==> config.mk <==
export PLATFORM = sky130hd
export DESIGN_NAME = ps2_rx_fifo
export DESIGN_NICKNAME = d
export VERILOG_FILES = /design/src/rtl/ps2_rx_fifo.sv
export SDC_FILE = /design/constraint.sdc
export NUM_CORES = 1
export LEC_CHECK = 0
export BUFFER_PORTS_ARGS = -buffer_cell sky130_fd_sc_hd__buf_2
export CAP_MARGIN = 20
export CORE_MARGIN = 8
export CORE_UTILIZATION = 55
export DETAILED_ROUTE_END_ITERATION = 16
export GPL_ROUTABILITY_DRIVEN = 0
export MAX_ROUTING_LAYER = met4
export PLACE_DENSITY = 0.73
export SLEW_MARGIN = 30
export SYNTH_ARGS = -nofsm -noshare
export SYNTH_HDL_FRONTEND = slang
export SYNTH_SLANG_ARGS = --single-unit
==> constraint.sdc <==
create_clock -name clk -period 3.2 [get_ports clk]
set_input_delay 0.32 -clock clk [delete_from_list [all_inputs] [get_ports clk]]
set_output_delay 0.32 -clock clk [all_outputs]
set_load 0.01 [all_outputs]
==> src/rtl/ps2_rx_fifo.sv <==
// PS/2 device-to-host receiver: synchronisers, ps2clk glitch filter, framed
// bit FSM with timeout, E0/F0 prefix folding and a valid/ready output FIFO.
module ps2_rx_fifo #(
  parameter int FIFO_DEPTH     = 8,
  parameter int FILTER_LEN     = 4,
  parameter int TIMEOUT_CYCLES = 50000,
  parameter int CNT_W          = $clog2(FIFO_DEPTH) + 1
) (
  input  logic             clk,
  input  logic             rst,
  input  logic             ps2clk,
  input  logic             ps2data,
  output logic             m_valid,
  input  logic             m_ready,
  output logic [7:0]       m_code,
  output logic             m_e0,
  output logic             m_break,
  output logic [CNT_W-1:0] fifo_count,
  output logic             parity_err,
  output logic             frame_err,
  output logic             timeout_err,
  output logic             overflow
);

  localparam int AW = (FIFO_DEPTH > 1) ? $clog2(FIFO_DEPTH) : 1;
  localparam int FW = (FILTER_LEN > 1) ? $clog2(FILTER_LEN) : 1;
  localparam int TW = $clog2(TIMEOUT_CYCLES + 1);

  typedef enum logic [1:0] {S_IDLE, S_DATA, S_PARITY, S_STOP} state_t;

  state_t          state_q, state_d;
  logic [1:0]      clk_sync_q, clk_sync_d, dat_sync_q, dat_sync_d;
  logic            flt_q, flt_d;
  logic [FW-1:0]   fcnt_q, fcnt_d;
  logic [2:0]      bitcnt_q, bitcnt_d;
  logic [7:0]      shreg_q, shreg_d;
  logic            par_ok_q, par_ok_d;
  logic [TW-1:0]   tmo_q, tmo_d;
  logic            pend_e0_q, pend_e0_d, pend_break_q, pend_break_d;
  logic            parity_err_q, parity_err_d, frame_err_q, frame_err_d;
  logic            timeout_err_q, timeout_err_d, overflow_q, overflow_d;
  logic [AW-1:0]   wr_ptr_q, wr_ptr_d, rd_ptr_q, rd_ptr_d;
  logic [CNT_W-1:0] cnt_q, cnt_d;
  logic [9:0]      mem_q [FIFO_DEPTH];

  logic sample, bit_in, tmo_hit, byte_done, push_req, pop, full, wr_en;
  logic [9:0] head;

  // Input conditioning: 2-FF synchronisers, then a run-length filter on ps2clk.
  // The filtered clock follows only after FILTER_LEN samples disagreeing with it.
  always_comb begin
    clk_sync_d = {clk_sync_q[0], ps2clk};
    dat_sync_d = {dat_sync_q[0], ps2data};
    flt_d      = flt_q;
    fcnt_d     = '0;
    if (clk_sync_q[1] != flt_q) begin
      if (fcnt_q == FW'(FILTER_LEN - 1)) flt_d = clk_sync_q[1];
      else                               fcnt_d = fcnt_q + 1'b1;
    end
    sample = flt_q & ~flt_d;
    bit_in = dat_sync_q[1];
  end

  // Frame FSM state register.
  always_ff @(posedge clk or posedge rst) begin
    if (rst) state_q <= S_IDLE;
    else     state_q <= state_d;
  end

  // Next-state and frame datapath: bit shifting, parity capture, timeout count.
  always_comb begin
    state_d  = state_q;
    bitcnt_d = bitcnt_q;
    shreg_d  = shreg_q;
    par_ok_d = par_ok_q;
    tmo_d    = '0;
    tmo_hit  = 1'b0;
    case (state_q)
      S_IDLE:   if (sample && !bit_in) begin
                  state_d  = S_DATA;
                  bitcnt_d = '0;
                end
      S_DATA:   if (sample) begin
                  shreg_d  = {bit_in, shreg_q[7:1]};
                  bitcnt_d = bitcnt_q + 3'd1;
                  if (bitcnt_q == 3'd7) state_d = S_PARITY;
                end
      S_PARITY: if (sample) begin
                  par_ok_d = ^{shreg_q, bit_in};
                  state_d  = S_STOP;
                end
      S_STOP:   if (sample) state_d = S_IDLE;
      default:  state_d = S_IDLE;
    endcase
    // Idle keeps the counter at zero; mid-frame it counts cycles since the last sample.
    if (state_q != S_IDLE && !sample) begin
      if (tmo_q == TW'(TIMEOUT_CYCLES - 1)) begin
        tmo_hit = 1'b1;
        state_d = S_IDLE;
      end else begin
        tmo_d = tmo_q + 1'b1;
      end
    end
  end

  // Frame outcome, prefix folding and FIFO control.
  always_comb begin
    byte_done     = (state_q == S_STOP) && sample && par_ok_q && bit_in;
    parity_err_d  = (state_q == S_STOP) && sample && !par_ok_q;
    frame_err_d   = (state_q == S_STOP) && sample && !bit_in;
    timeout_err_d = tmo_hit;
    push_req      = byte_done && (shreg_q != 8'hF0) && (shreg_q != 8'hE0);
    pend_e0_d     = pend_e0_q;
    pend_break_d  = pend_break_q;
    if (parity_err_d || frame_err_d || tmo_hit) begin
      pend_e0_d    = 1'b0;
      pend_break_d = 1'b0;
    end else if (byte_done) begin
      if (shreg_q == 8'hF0)      pend_break_d = 1'b1;
      else if (shreg_q == 8'hE0) pend_e0_d    = 1'b1;
      else begin
        pend_e0_d    = 1'b0;
        pend_break_d = 1'b0;
      end
    end
    pop        = (cnt_q != '0) && m_ready;
    full       = (cnt_q == CNT_W'(FIFO_DEPTH));
    wr_en      = push_req && (!full || pop);
    overflow_d = push_req && full && !pop;
    wr_ptr_d   = wr_ptr_q + AW'(wr_en);
    rd_ptr_d   = rd_ptr_q + AW'(pop);
    cnt_d      = cnt_q + CNT_W'(wr_en) - CNT_W'(pop);
  end

  // Datapath and status registers.
  always_ff @(posedge clk or posedge rst) begin
    if (rst) begin
      clk_sync_q    <= 2'b11;
      dat_sync_q    <= 2'b11;
      flt_q         <= 1'b1;
      fcnt_q        <= '0;
      bitcnt_q      <= '0;
      shreg_q       <= '0;
      par_ok_q      <= 1'b0;
      tmo_q         <= '0;
      pend_e0_q     <= 1'b0;
      pend_break_q  <= 1'b0;
      parity_err_q  <= 1'b0;
      frame_err_q   <= 1'b0;
      timeout_err_q <= 1'b0;
      overflow_q    <= 1'b0;
      wr_ptr_q      <= '0;
      rd_ptr_q      <= '0;
      cnt_q         <= '0;
    end else begin
      clk_sync_q    <= clk_sync_d;
      dat_sync_q    <= dat_sync_d;
      flt_q         <= flt_d;
      fcnt_q        <= fcnt_d;
      bitcnt_q      <= bitcnt_d;
      shreg_q       <= shreg_d;
      par_ok_q      <= par_ok_d;
      tmo_q         <= tmo_d;
      pend_e0_q     <= pend_e0_d;
      pend_break_q  <= pend_break_d;
      parity_err_q  <= parity_err_d;
      frame_err_q   <= frame_err_d;
      timeout_err_q <= timeout_err_d;
      overflow_q    <= overflow_d;
      wr_ptr_q      <= wr_ptr_d;
      rd_ptr_q      <= rd_ptr_d;
      cnt_q         <= cnt_d;
    end
  end

  // FIFO storage; contents need no reset because outputs are gated by m_valid.
  always_ff @(posedge clk) begin
    if (wr_en) mem_q[wr_ptr_q] <= {pend_e0_q, pend_break_q, shreg_q};
  end

  assign head        = mem_q[rd_ptr_q];
  assign m_valid     = (cnt_q != '0);
  assign m_code      = m_valid ? head[7:0] : 8'h00;
  assign m_break     = m_valid & head[8];
  assign m_e0        = m_valid & head[9];
  assign fifo_count  = cnt_q;
  assign parity_err  = parity_err_q;
  assign frame_err   = frame_err_q;
  assign timeout_err = timeout_err_q;
  assign overflow    = overflow_q;

endmodule
# Word-level counts from Yosys, hierarchy flattened
# Memory sizes are Yosys's and may differ from the RTL's.
# Index checks and enable logic that the tools add are counted.
# classes
reduce_logical,32
bitwise_logic,4
n_eq_ne,16
n_addsub,7
n_mux,30
# ops
cell,n
$mux W16,2
$mux W2,9
$add A16 B1 Y16 const B,1
$eq A16 B16 Y1 const B,1
$eq A8 B8 Y1 const B,2
$ne A8 B8 Y1 const B,2
$mux W1,14
$logic_and A1 B1 Y1,13
$reduce_xor A9 Y1,1
$mux W8,1
$pmux W2 S4,1
$reduce_and A2 Y1,4
$add A3 B1 Y3,2
$eq A2 B2 Y1 const B,3
$mux W3,2
$ne A2 B2 Y1 const B,3
$pmux W3 S2,1
$reduce_bool A2 Y1,3
$logic_not A1 Y1,5
$add A4 B1 Y4,1
$eq A4 B4 Y1 const B,1
$reduce_bool A4 Y1,1
$sub A4 B1 Y4,1
$add A3 B1 Y3 const B,1
10 further kinds,14
# totals
n_memories,1
word_cells,108
ram_bits,80
ff_bits,53
inputBits,5
# memory_table
name,words,width,rd,rd_clocked_by_memory_dff,write_ports,line_no,source
mem_q,8,10,1,0,1,44,logic [9:0] mem_q [FIFO_DEPTH];

# Longest topological paths before layout
# Gate-level depths: netlist (run 1).
# logic_depth
depth_word,13
depth_mapped,11

# Worst setup path before layout (run 1)
# No wires, ideal clock.
# synth_path
path_type,register to register
startpoint,reg shreg_q[2]
endpoint,mem mem_q[0][0] (enable)
t_arrival_ns,2.361
stages_incl_launch_ff,6
setup_slack_ns,0.436
cell_sequence,dfrtp_1 and4b_1 a2111o_1 nand2b_4 buf_6 nor4_1
# synth_via
elab_chain_len,6
word_cells_on_any_way,7
cone_classes,eq/ne (2); mux (2); reduce/logical (3)
# synth_lines
item,line_no,source
start: declaration,36,"logic [7:0] shreg_q, shreg_d;"
start signal: assignment,161,shreg_q <= shreg_d;
$ne A8 B8 Y1,112,push_req = byte_done && (shreg_q != 8'hF0) && (shreg_q != 8'hE0);
$logic_and A1 B1 Y1,112,
$logic_and A1 B1 Y1 *,112,
$logic_and A1 B1 Y1 *,128,wr_en = push_req && (!full || pop);
$mux W1 *,178,"if (wr_en) mem_q[wr_ptr_q] <= {pend_e0_q, pend_break_q, shreg_q};"
$mux W1 (implied by the code) *,178,
end: declaration,44,
# Mark *: on every way between the ends. The rest lies on a longest branch, timed or not.

# Final worst setup path (run 1)
# layout_path
startpoint,reg rd_ptr_q[0]
endpoint,out m_code[2]
# layout_via
elab_chain_len,2
# layout_lines
item,line_no,source
start: declaration,42,"logic [AW-1:0] wr_ptr_q, wr_ptr_d, rd_ptr_q, rd_ptr_d;"
start signal: assignment,171,rd_ptr_q <= rd_ptr_d;
$mem_v2 Z8 W10,-,
$mux W8,183,assign m_code = m_valid ? head[7:0] : 8'h00;
end: declaration,15,"output logic [7:0] m_code,"
# No other way between the ends.

==> results of run 1 <==
-- synthesized netlist by cell type (all sizes together) (8+ instances only) --
library cell / instances / area (um2)
xnor2: 16 / 140.1
mux2: 11 / 123.9
dfrtp: 48 / 1201
inv: 15 / 56.30
nand3: 9 / 45.04
mux2i: 10 / 100.1
ha: 13 / 162.7
nor2: 36 / 135.1
xor2: 8 / 70.07
nor3: 12 / 60.06
edfxtp: 80 / 2402
buf: 8 / 43.79
mux4: 20 / 450.4
-- registers in the layout (all words and copies together), names as in the netlist, 2 cells and up --
| signal | flops |
|---|---|
| fifo_count | 4 |
| dat_sync_q | 2 |
| rd_ptr_q | 3 |
| fcnt_q | 2 |
| clk_sync_q | 2 |
| state_q | 2 |
| bitcnt_q | 3 |
| tmo_q | 16 |
| wr_ptr_q | 3 |
| shreg_q | 8 |
| mem_q | 80 |
-- critical path: cells and delay by family, from the launching register on --
kind                   cells  cell delay [ns]
multiplexers               2             0.80
buffers and inverters      2             0.51
AND/OR/NAND/NOR            1             0.08
flip-flops                 1             0.35
-- where the power goes --
group / leakage, nW / internal, W / switching (W)
combinational: 0.867 / 0.000626 / 0.000559
clock: 0.263 / 0.00105 / 0.000752
sequential: 1.43 / 0.00191 / 0.000136
total: 2.56 / 0.00358 / 0.00145
-- worst paths after layout --
path / start / end / slack (ns) / cells after the start
worst max-delay path: rd_ptr_q[0]$_DFF_PP0_ / m_code[2] / 0.62 / 5
max in group asynchronous: rst / clk_sync_q[0]$_DFF_PP1_ / 1.99 / 4
worst min register to register: clk_sync_q[0]$_DFF_PP1_ / clk_sync_q[1]$_DFF_PP1_ / 0.35 / 0
worst max register to register: shreg_q[7]$_DFFE_PP0P_ / fifo_count[2]$_DFF_PP0_ / 0.67 / 8
worst min-delay path: m_ready / rd_ptr_q[0]$_DFF_PP0_ / 0.21 / 3
min in group asynchronous: rst / tmo_q[14]$_DFF_PP0_ / 0.50 / 3
-- area by class of cell --
cell class,instances,area [um2],share of cell area
clock buffers,17,414.1,0.06342
clock inverters,15,143.9,0.02203
inverters,15,56.30,0.008622
multi-input cells,192,1760,0.2696
flip-flops and latches,133,3735,0.5719
well taps,136,170.2,0.02606
repair buffers,40,250.2,0.03832
-- layer usage --
metal / up-vias / GRT usage / wire, um
li1: 1407 / - / -
met1: 1514 / 0.1929 / 4190
met2: 50 / 0.2650 / 5036
met3: 17 / 0.05644 / 451
met4: 0 / 0.07338 / 156
met5: - / - / 0
-- stage by stage --
step           worst slack (ns)  hold WS [ns]  power (W)  cells
2_1_floorplan            0.4358        0.3245   0.002930    352
3_3_place_gp             0.7431        0.3472   0.003260    513
3_5_place_dp             0.6834        0.3470   0.003295    513
4_1_cts                  0.5707        0.1774   0.005094    548
5_1_grt                  0.4891        0.2153   0.005303    548
6_report                 0.6192        0.2050   0.005024    548
-- cell families after synthesis --
logic type | after synthesis | share of synthesized area
compound gates | 17 | 0.01942
mux | 41 | 0.1203
xor+xnor | 25 | 0.04153
buf+inv | 27 | 0.02054
flops | 133 | 0.6664
fa+ha+maj | 14 | 0.03260
simple gates | 95 | 0.09913
==> impl_results.md, run 1 <==
* Path class of the lowest-slack min-delay path: input pin to register
* Number of distinct library cells after synthesis at 47
* Maximum operating frequency at between 300 and 400 MHz
* Worst slew pin tran at 0.7913 ns
* Total non-filler cell area in the finished layout at around 0.0065 mm2
* Highest-count cells in the layout ignoring fill and taps: edfxtp_1, dfrtp_1, nor2_1
* Number of iterations in the first detailed-routing pass at 4
* Post-synth EDFFs at 80
* Number of nets at the end of the flow at 418
* Cell area reported after detailed placement at 0.005942 mm2
* Port Buffers at 23
* Wire length of the first global-routing pass at 15990 um
* Number of flip-flops and latches in the synthesized netlist at 133
* Count of yosys warnings during synthesis at 0
* Chip Height at approximately 120 um
* Element type at the critical path end: output pin
* RSZ-0062 raised after global routing: no
* DR vias/cell at approximately 5.5
* Cell with the biggest individual delay on the critical path: mux4_2
* Fillers at approximately 750
* Horizontal extent of the die at about 120 um
* IO Count at 24
* Leakage at about 2.6 nW
* Gr usage total at 0.1678
* Power density over the cells at 769.3 mW/mm2
* Area Overhead vs Synth at 16.52%
* Required @ worst endpoint at 2.88 ns
* Buffers inserted during post-CTS setup optimization at 0
* MaxCap Viol Count at 0
* Placed wire-length estimate at around 6300 um
* Most common library cell in the layout ignoring fill and taps: edfxtp_1
* DRT Wirelength at roughly 9800 um
* Antenna Diode Count at 0
* Via count of the first global-routing pass at between 2000 and 3000
* Clk pin slew, worst setup/hold paths at approximately 0.060 ns
* Area of the die at 0.01368 mm2
* Critical path launch point type: register
* Clock tree from TritonCTS: done
* Main synth FF type: edfxtp_1
* Core Footprint at 0.01009 mm2
* Crit Path Category: register to output pin
* Layout cells sized above 1 at 0.2791
* Overall overflow remaining after global route at 0
* Sinks on the clock net at 133
* Total via count after detailed routing at 2988
* Clock skew at roughly 0.0053 ns
* Delay of the slowest critical-path stage at about 0.55 ns
* Largest net degree at the start of global routing at 40
* Final core area utilization at 0.6470
* Synth Cell Area at around 0.0056 mm2
* Hold violation total from the final report at 0
* Number of hold buffers added after cts at 3
* Portion of the post-synthesis area used by sequential elements at 0.6664
* CTS Root Buffer Type: clkbuf_8
* Average wire length per cell after detail routing at 17.95 um
* Finish-stage setup viols at 0
* Result of the run: completed
* Fin Setup TNS at 0 ns
* CP Data Arrival Time at around 2.3 ns
* Final cycle utilization of the critical path at 0.8065
* Number of nets still failing antenna checks after routing at 0
* Antenna violations before repair at 0
* Cell count after synthesis at approximately 350
* Per-instance average area after synthesis at around 16 um2
* Initial core utilization at 0.5553
* Number of core rows at 37
* # DRC at 0
* Tmin final at approximately 2.6 ns
* Slew margin rel. at 0.4717
* Total nets after synthesis at 371
* Post-cts repair resize count at 0
* H-tree levels at 4
* DR iter-0 viols at between 150 and 200
* Total clock buffers created by CTS at 17
* Fin. max-slew vios at 0
* Clock latency of the later-clocked register in the worst-skew pair at approximately 0.52 ns
* Crit Path Max Fanout at 20
* Async SR Flop Fraction at 0.3985
* Largest vdd supply drop at about 0.4 mV
* Critical path cell sequence: buf_4 > mux4_2 > mux2i_1 > nor2_1 > buf_2
* Maximum buffer depth of the clock tree at 2
Power figures use the tool's default switching activity.
==> inputs of run 2 (changes only) <==
--- a/config.mk
+++ b/config.mk
@@ -12,7 +12,7 @@
 export DETAILED_ROUTE_END_ITERATION = 16
 export GPL_ROUTABILITY_DRIVEN = 0
 export MAX_ROUTING_LAYER = met4
-export PLACE_DENSITY = 0.73
+export PLACE_DENSITY = 0.76
 export SLEW_MARGIN = 30
 export SYNTH_ARGS = -nofsm -noshare
 export SYNTH_HDL_FRONTEND = slang
==> constraint.sdc (replaced) <==
create_clock -name clk -period 2.2 [get_ports clk]
set_input_delay 0.22 -clock clk [delete_from_list [all_inputs] [get_ports clk]]
set_output_delay 0.22 -clock clk [all_outputs]
set_load 0.01 [all_outputs]
==> run 2 against run 1 <==
Highest routed layer unchanged. Critical endpoint is now m_break. Clock power grew 43%. Clock skew is 0.0045 ns higher. Routed wire length grew 7.1%. Largest power group unchanged. The flow now finishes with violations (negative setup slack). Hold slack got worse by 0.074 ns.
==> impl_results.md, run 2 (same netlist as run 1, synthesis figures left out) <==
* Initial core utilization at 0.5553
* Via count of the first global-routing pass at between 3000 and 4000
* Final cycle utilization of the critical path at 1.030
* H-tree levels at 4
* Finish-stage setup viols at 10
* DR iter-0 viols at approximately 160
* Total non-filler cell area in the finished layout at between 0.006 and 0.007 mm2
* Core Footprint at 0.01009 mm2
* Clk pin slew, worst setup/hold paths at around 0.06 ns
* Largest registers: mem_q x80, tmo_q x16, shreg_q x8
* Tmin final at around 2.3 ns
* Number of nets still failing antenna checks after routing at 0
* Clock skew at between 0.009 and 0.01 ns
* Worst slew pin tran at just under 0.7 ns
* CTS Root Buffer Type: clkbuf_8
* Sinks on the clock net at about 130
* Number of core rows at 37
* Area Overhead vs Synth at 22.30%
* Average wire length per cell after detail routing at roughly 18 um
* Number of iterations in the first detailed-routing pass at 4
* Cell area reported after detailed placement at 0.006107 mm2
* Clock latency of the later-clocked register in the worst-skew pair at 0.52 ns
* DR vias/cell at 5.511
* IO Count at 24
* Critical path launch point type: register
* Path class of the lowest-slack min-delay path: input pin to register
* Fin. max-slew vios at 0
* Highest-count cells in the layout ignoring fill and taps: edfxtp_1, dfrtp_1, nor2_1
* Overall power of the completed layout at ~0.0075 W
* Clock tree from TritonCTS: done
* Power density over the cells at ~1100 mW/mm2
* Antenna violations before repair at 0
* Maximum buffer depth of the clock tree at 2
* Gr usage total at 0.1711
* Layout cells sized above 1 at 0.3479
* Horizontal extent of the die at ~120 um
* Crit Path Max Fanout at 10
* CP Data Arrival Time at 2.05 ns
* RSZ-0062 raised after global routing: yes
* Violations in the final reports: negative setup slack
* Crit Path Category: register to output pin
* Required @ worst endpoint at 1.98 ns
* Slew margin rel. at 0.5428
* Placed wire-length estimate at around 6400 um
* Total clock buffers created by CTS at 17
* Flip-flop count of the largest register after layout at 80
* Hold violation total from the final report at 0
* Chip Height at around 120 um
* Area of the die at roughly 0.014 mm2
* Number of nets at the end of the flow at between 400 and 500
* Largest vdd supply drop at 0.7247 mV
* Largest Register: mem_q
* Most common library cell in the layout ignoring fill and taps: edfxtp_1
* Wire length of the first global-routing pass at approximately 17000 um
* Leakage at between 2 and 3 nW
* Hold slack at between 0.1 and 0.15 ns
* Largest net degree at the start of global routing at 33
* MaxCap Viol Count at 0
* Antenna Diode Count at 0
* Element type at the critical path end: output pin
* Overall overflow remaining after global route at 0
* # DRC at 0
* Maximum operating frequency at roughly 440 MHz
* Worst setup margin at -0.06691 ns
* Total via count after detailed routing at 3141
* Port Buffers at 23
* Result of the run: finished with violations
* DRT Wirelength at roughly 11000 um
-- run 2: changes by cell type in the layout (fill, tap and decap cells not counted), sizes merged --
cell,previous run,this run
clkinv,3,5
bufinv,1,0
clkinvlp,4,1
inv,22,24
clkbuf,17,18
buf,37,58
-- run 2: layer usage --
| layer | routed length (um) | track usage |
|---|---|---|
| met5 | 0 | - |
| met4 | 127 | 0.05461 |
| met3 | 519 | 0.04977 |
| met2 | 5601 | 0.2853 |
| met1 | 4286 | 0.1965 |
-- run 2: metrics by stage --
step           TNS, ns  setup WS, ns  cells  utilization
2_1_floorplan  -0.1260      -0.06347    352            -
3_3_place_gp         0       0.08785    524       0.6051
3_5_place_dp         0       0.04130    524       0.6051
4_1_cts        -0.7197      -0.09094    559       0.6624
5_1_grt         -1.395       -0.1549    570       0.6791
6_report       -0.3332      -0.06691    570       0.6791
-- run 2: worst paths after layout --
kind	start	to	slack [ns]	depth (start not counted)
max in group asynchronous	rst	rd_ptr_q[0]$_DFF_PP0_	1.38	4
min	m_ready	overflow$_DFF_PP0_	0.13	4
max	rd_ptr_q[0]$_DFF_PP0_	m_break	-0.07	5
min reg2reg	clk_sync_q[0]$_DFF_PP1_	clk_sync_q[1]$_DFF_PP1_	0.36	0
max reg2reg	flt_q$_DFF_PP1_	fifo_count[1]$_DFF_PP0_	0.02	8
min in group asynchronous	rst	parity_err$_DFF_PP0_	0.27	3
-- run 2: repair_timing --
item | CTS | global route
cloned | 0 | 3
endpoints found under the setup margin | 10 | 54
hold buffers | 3 | 0
setup buffers | 0 | 8
pin swaps | 0 | 6
resized for setup | 0 | 20
hold endpoints to repair | 18 | 0
-- run 2: power by group --
part           internal (W)  switching (W)
Combinational       0.00105       0.000951
Clock               0.00143        0.00114
Sequential          0.00277       0.000169
Total               0.00526        0.00226
-- run 2: area by class of cell --
class / count / area [um2]
Multi-Input combinational cell: 192 / 1833
Sequential cell: 133 / 3740
Inverter: 15 / 56.30
Timing Repair Buffer: 62 / 506.7
Clock buffer: 17 / 414.1
Clock inverter: 15 / 133.9
Tap cell: 136 / 170.2
Fill cell: 696 / 3238
-- run 2: worst max-delay path: stages (launching register included) --
cell and delay (ns):
dfrtp_2 0.44, clkbuf_16 0.21, mux4_2 0.53, mux2i_1 0.16, nor2_1 0.05, buf_2 0.13
